`src/rtl/controlador_interrupcao_multi.sv`:
```
// Multi-source interrupt controller: latches rising edges of N_IRQ lines, masks them,
// and hands the lowest-index enabled source to the Control Unit with a PC backup.
module controlador_interrupcao_multi #(
   parameter int unsigned      N_IRQ    = 4,
   parameter int unsigned      PC_W     = 26,
   parameter logic [N_IRQ-1:0] MASK_RST = '1
) (
   input  logic             clk,
   input  logic             rst,
   input  logic [N_IRQ-1:0] irq,
   input  logic [PC_W-1:0]  pc,
   input  logic             ack,
   input  logic             clr,
   input  logic             mask_we,
   input  logic [N_IRQ-1:0] mask_in,
   output logic             intr,
   output logic [31:0]      cause,
   output logic [31:0]      pcBckp,
   output logic [N_IRQ-1:0] pending,
   output logic [N_IRQ-1:0] mask,
   output logic [N_IRQ-1:0] lost
);

   typedef enum logic {StIdle, StService} state_t;

   state_t           state_q, state_d;
   logic [N_IRQ-1:0] irq_prev_q;
   logic [N_IRQ-1:0] pending_q, pending_d;
   logic [N_IRQ-1:0] lost_q, lost_d;
   logic [N_IRQ-1:0] mask_q;
   logic [31:0]      cause_q;
   logic [31:0]      pc_bckp_q;

   logic [N_IRQ-1:0] edge_det;
   logic [N_IRQ-1:0] req;
   logic [N_IRQ-1:0] clr_vec;
   logic [3:0]       sel;
   logic             take;
   logic [PC_W-1:0]  pc_inc;

   assign edge_det = irq & ~irq_prev_q;
   assign req      = pending_q & mask_q;
   assign pc_inc   = pc + PC_W'(1);

   // clr has priority over ack, so an accept only happens without clr
   assign take = (state_q == StIdle) & ack & ~clr & (|req);

   always_comb begin
      sel = '0;
      for (int k = N_IRQ - 1; k >= 0; k--) begin
         if (req[k]) sel = 4'(k);
      end
   end

   // A new edge on the bit being serviced re-arms it and is not counted as lost
   always_comb begin
      clr_vec   = take ? (N_IRQ'(1) << sel) : '0;
      pending_d = (pending_q & ~clr_vec) | edge_det;
      lost_d    = lost_q | (edge_det & pending_q & ~clr_vec);
   end

   always_ff @(posedge clk) begin
      if (rst) state_q <= StIdle;
      else     state_q <= state_d;
   end

   always_comb begin
      state_d = state_q;
      if (clr)       state_d = StIdle;
      else if (take) state_d = StService;
   end

   always_comb begin
      intr = (state_q == StIdle) & (|req);
   end

   always_ff @(posedge clk) begin
      irq_prev_q <= irq;
      if (rst) begin
         pending_q <= '0;
         lost_q    <= '0;
         mask_q    <= MASK_RST;
         cause_q   <= '0;
         pc_bckp_q <= '0;
      end else begin
         pending_q <= pending_d;
         lost_q    <= lost_d;
         if (mask_we) mask_q <= mask_in;
         if (clr) begin
            cause_q <= '0;
         end else if (take) begin
            cause_q   <= 32'(sel) + 32'd1;
            pc_bckp_q <= 32'(pc_inc);
         end
      end
   end

   assign cause   = cause_q;
   assign pcBckp  = pc_bckp_q;
   assign pending = pending_q;
   assign mask    = mask_q;
   assign lost    = lost_q;

endmodule

```
`config.mk`:
```
export PLATFORM = sky130hd
export DESIGN_NAME = controlador_interrupcao_multi
export DESIGN_NICKNAME = d
export VERILOG_FILES = /design/src/rtl/controlador_interrupcao_multi.sv
export SDC_FILE = /design/constraint.sdc
export NUM_CORES = 1
export LEC_CHECK = 0
export CAP_MARGIN = 40
export CORE_UTILIZATION = 40
export CTS_CLUSTER_SIZE = 25
export DETAILED_ROUTE_END_ITERATION = 12
export PLACE_DENSITY = 0.82
export SYNTH_ARGS = -nofsm -noshare
export SYNTH_HDL_FRONTEND = slang
export SYNTH_SLANG_ARGS = --single-unit
```
`constraint.sdc`:
```
create_clock -name clk -period 4.21 [get_ports clk]
set_input_delay 0.421 -clock clk [delete_from_list [all_inputs] [get_ports clk]]
set_output_delay 0.421 -clock clk [all_outputs]
set_load 0.005 [all_outputs]
```
==> run_results.csv <==
group,metric,value,unit
final_layout,utilization,0.569,
setup_path,timing.rr.start,"state_q",
placed_design,post-place-ws,1360,ps
final_layout,mostFrequentLayoutCell,"clkdlybuf4s50_1",
timing,finClkSkew,13.4,ps
global_route,antenna_found_initial,0,
floorplanning,die_area,6360,µm²
routing,via_count,2173,
final_layout,multi_input_area,1270,µm²
global_route,grt_overflow,0,
global_route,grt_start_max_net_pins,46,
routing,wirelength,5430,µm
yosys,synth.area.top_cells,"dfxtp_1, buf_4, a311oi_1, nor2_1, a211oi_1",
pwr,p_sw_frac,0.266,
setup_path,startpoint,"pc[0]",
yosys,synth_area_leader_cell,"dfxtp_1",
floorplanning,die-width,79.7,µm
routing,drc_errors,0,
setup_path,worstSetupPathType,"in -> reg",
floorplanning,coreArea,5680,µm²
cts,cts_tree,"done",
yosys,synth_top_cell_area_share,0.381,
cts,cts_sinks,46,
setup_path,arrival,2740,ps
cts,post_cts_buffers,0,
routing,drt_iter0_drc,58,
yosys,yosysWarnings,0,
timing,finalMaxSlewViolations,0,
cts,path_clk_slew,90,ps
timing,fmax,0.398,GHz
pwr,seq_power_share,0.497,
pwr,clockPowerShare,0.291,
yosys,synth_area,2420,µm²
yosys,syn_area_per_cell,8.76,µm²
routing,dr.pass1.iters,4,
final_layout,drive_above_1_share,0.0427,
timing,finalSetupViolations,0,
placed_design,gp_congestion,0.828,
timing,rsz0062_at_grt,"false",
routing,ant_nets,0,
status,status,"finished clean",
timing,hold_viol,0,
pwr,p_leak,1.15,nW
timing,finalCritPeriodShare,0.597,
global_route,grt_pass1_vias,1885,
worst_hold_path,hold_start,"lost[0]",
global_route,grt_pass1_wl,8530,µm
timing,timing.final.ws_setup,1700,ps
floorplanning,die_h,79.7,µm
setup_path,cp.required,4430,ps
cts,clockBufferDepth,2,
yosys,synth-seq-cells,46,
routing,wl_per_cell,12.8,µm
yosys,netlist_instances,276,
placed_design,port_buffers,80,
final_layout,area_delta_synth_final,33.7,%
final_layout,antennaDiodeCount,0,
final_layout,final_cell_mix,"clkdlybuf4s50_1, dfxtp_1, conb_1",
cts,ctsHoldBuffers,0,
pwr,combPwrFrac,0.212,
cts,cts-root-buf,"clkbuf_8",
pwr,power_switching,0.258,mW
routing,drt-vias-per-instance,5.14,
flow_run,drv_cap,0,
final_layout,nets,393,
timing,hold_ws,464,ps
global_route,grt.total_usage,0.169,
setup_path,end_kind,"flip-flop",
setup_path,critPathMaxFanout,13,
pwr,internal_power,0.710,mW
timing,fin_crit,2510,ps
timing,fin_setup_tns,0,ps
cts,numCtsBuffers,5,
final_layout,register_area,921,µm²
floorplanning,io-pin-count,116,
cts,clock_latency,310,ps
worst_hold_path,hold_class,"reg -> reg",
pwr,powerDensity,299,nW/µm²
yosys,synth_cell_types,40,
cts,post_cts_resized,0,
yosys,synth.yosys.seq_area_share,0.381,
placed_design,dp_hpwl,4090,µm
cts,h-tree-depth,2,
final_layout,fillers,533,
pwr,vdd_drop_max,193,µV
floorplanning,rows,27,
floorplanning,start_util,0.426,
setup_path,start_kind,"input pin",
## per-layer routing
layer	track usage	part of all wire
met1	0.202	0.44
met5	0	0
met2	0.295	0.47
met4	0.0571	0.010
met3	0.0411	0.082
## flip-flops by register name, summed over array words and instances, names as in the netlist
name and cells:
pcBckp 26, state_q 1, lost 4, pending 4, irq_prev_q 4, mask 4
cause 3
## layout make-up
class,count,area share
clock buffers,7,0.0267
multi-input cells,207,0.393
clock inverters,1,0.00155
well taps,72,0.0279
flip-flops and latches,46,0.285
repair buffers,82,0.256
inverters,8,0.00929
## worst max-delay path, cell delays in order
cell and delay, ps:
clkdlybuf4s50_1 550, ha_1 280, inv_1 80, or4_4 620
or4_1 520, a311oi_1 260
## through the flow
step | total power, mW | std cells | instance area [µm²]
6_report | 0.967 | 423 | 3230
2_1_floorplan | 0.599 | 310 | 2540
3_5_place_dp | 0.695 | 415 | 3140
3_3_place_gp | 0.688 | 414 | 3120
5_1_grt | 1.01 | 423 | 3230
4_1_cts | 0.973 | 423 | 3230
## cell usage after synthesis, drive strengths merged
library cell / number
clkbuf: 7
nor3: 3
dfxtp: 46
nand3: 8
xor2: 7
a21oi: 5
o21a: 1
a21bo: 3
a211o: 4
nand2: 12
or3: 5
a41oi: 1
a22oi: 1
o31ai: 11
a22o: 2
a211oi: 12
mux2i: 2
or4: 12
a2111oi: 1
buf: 42
nand4b: 1
o21ai: 6
nand4: 7
a32oi: 1
xnor2: 4
ha: 4
a31oi: 1
nor2: 30
nor2b: 4
and4: 3
nor3b: 2
conb: 1
inv: 8
a311oi: 13
nand2b: 6
## final timing paths
| check | end | slack (ps) | depth (start not counted) |
|---|---|---|---|
| setup / recovery | pcBckp[22] | 1700 | 6 |
| hold / removal | lost[0] | 460 | 2 |
| setup reg to reg | pcBckp[23] | 2460 | 5 |
| hold reg to reg | lost[0] | 460 | 2 |
## cell families after synthesis
family / Yosys count / share of synthesized area
flops: 46 / 0.381
xor+xnor: 11 / 0.0399
other cells: 1 / 0.00155
fa+ha+maj: 4 / 0.0207
simple gates: 93 / 0.207
compound gates: 62 / 0.195
mux: 2 / 0.00828
buf+inv: 57 / 0.146
## power groups by stage
stage               clock network (mW)  registers (mW)  logic (mW)
floorplan                            0           0.490       0.109
global placement                     0           0.490       0.198
detailed placement                   0           0.491       0.204
CTS                              0.287           0.481       0.205
global route                     0.303           0.484       0.227
finish                           0.282           0.481       0.205
Power figures use the tool's default switching activity.
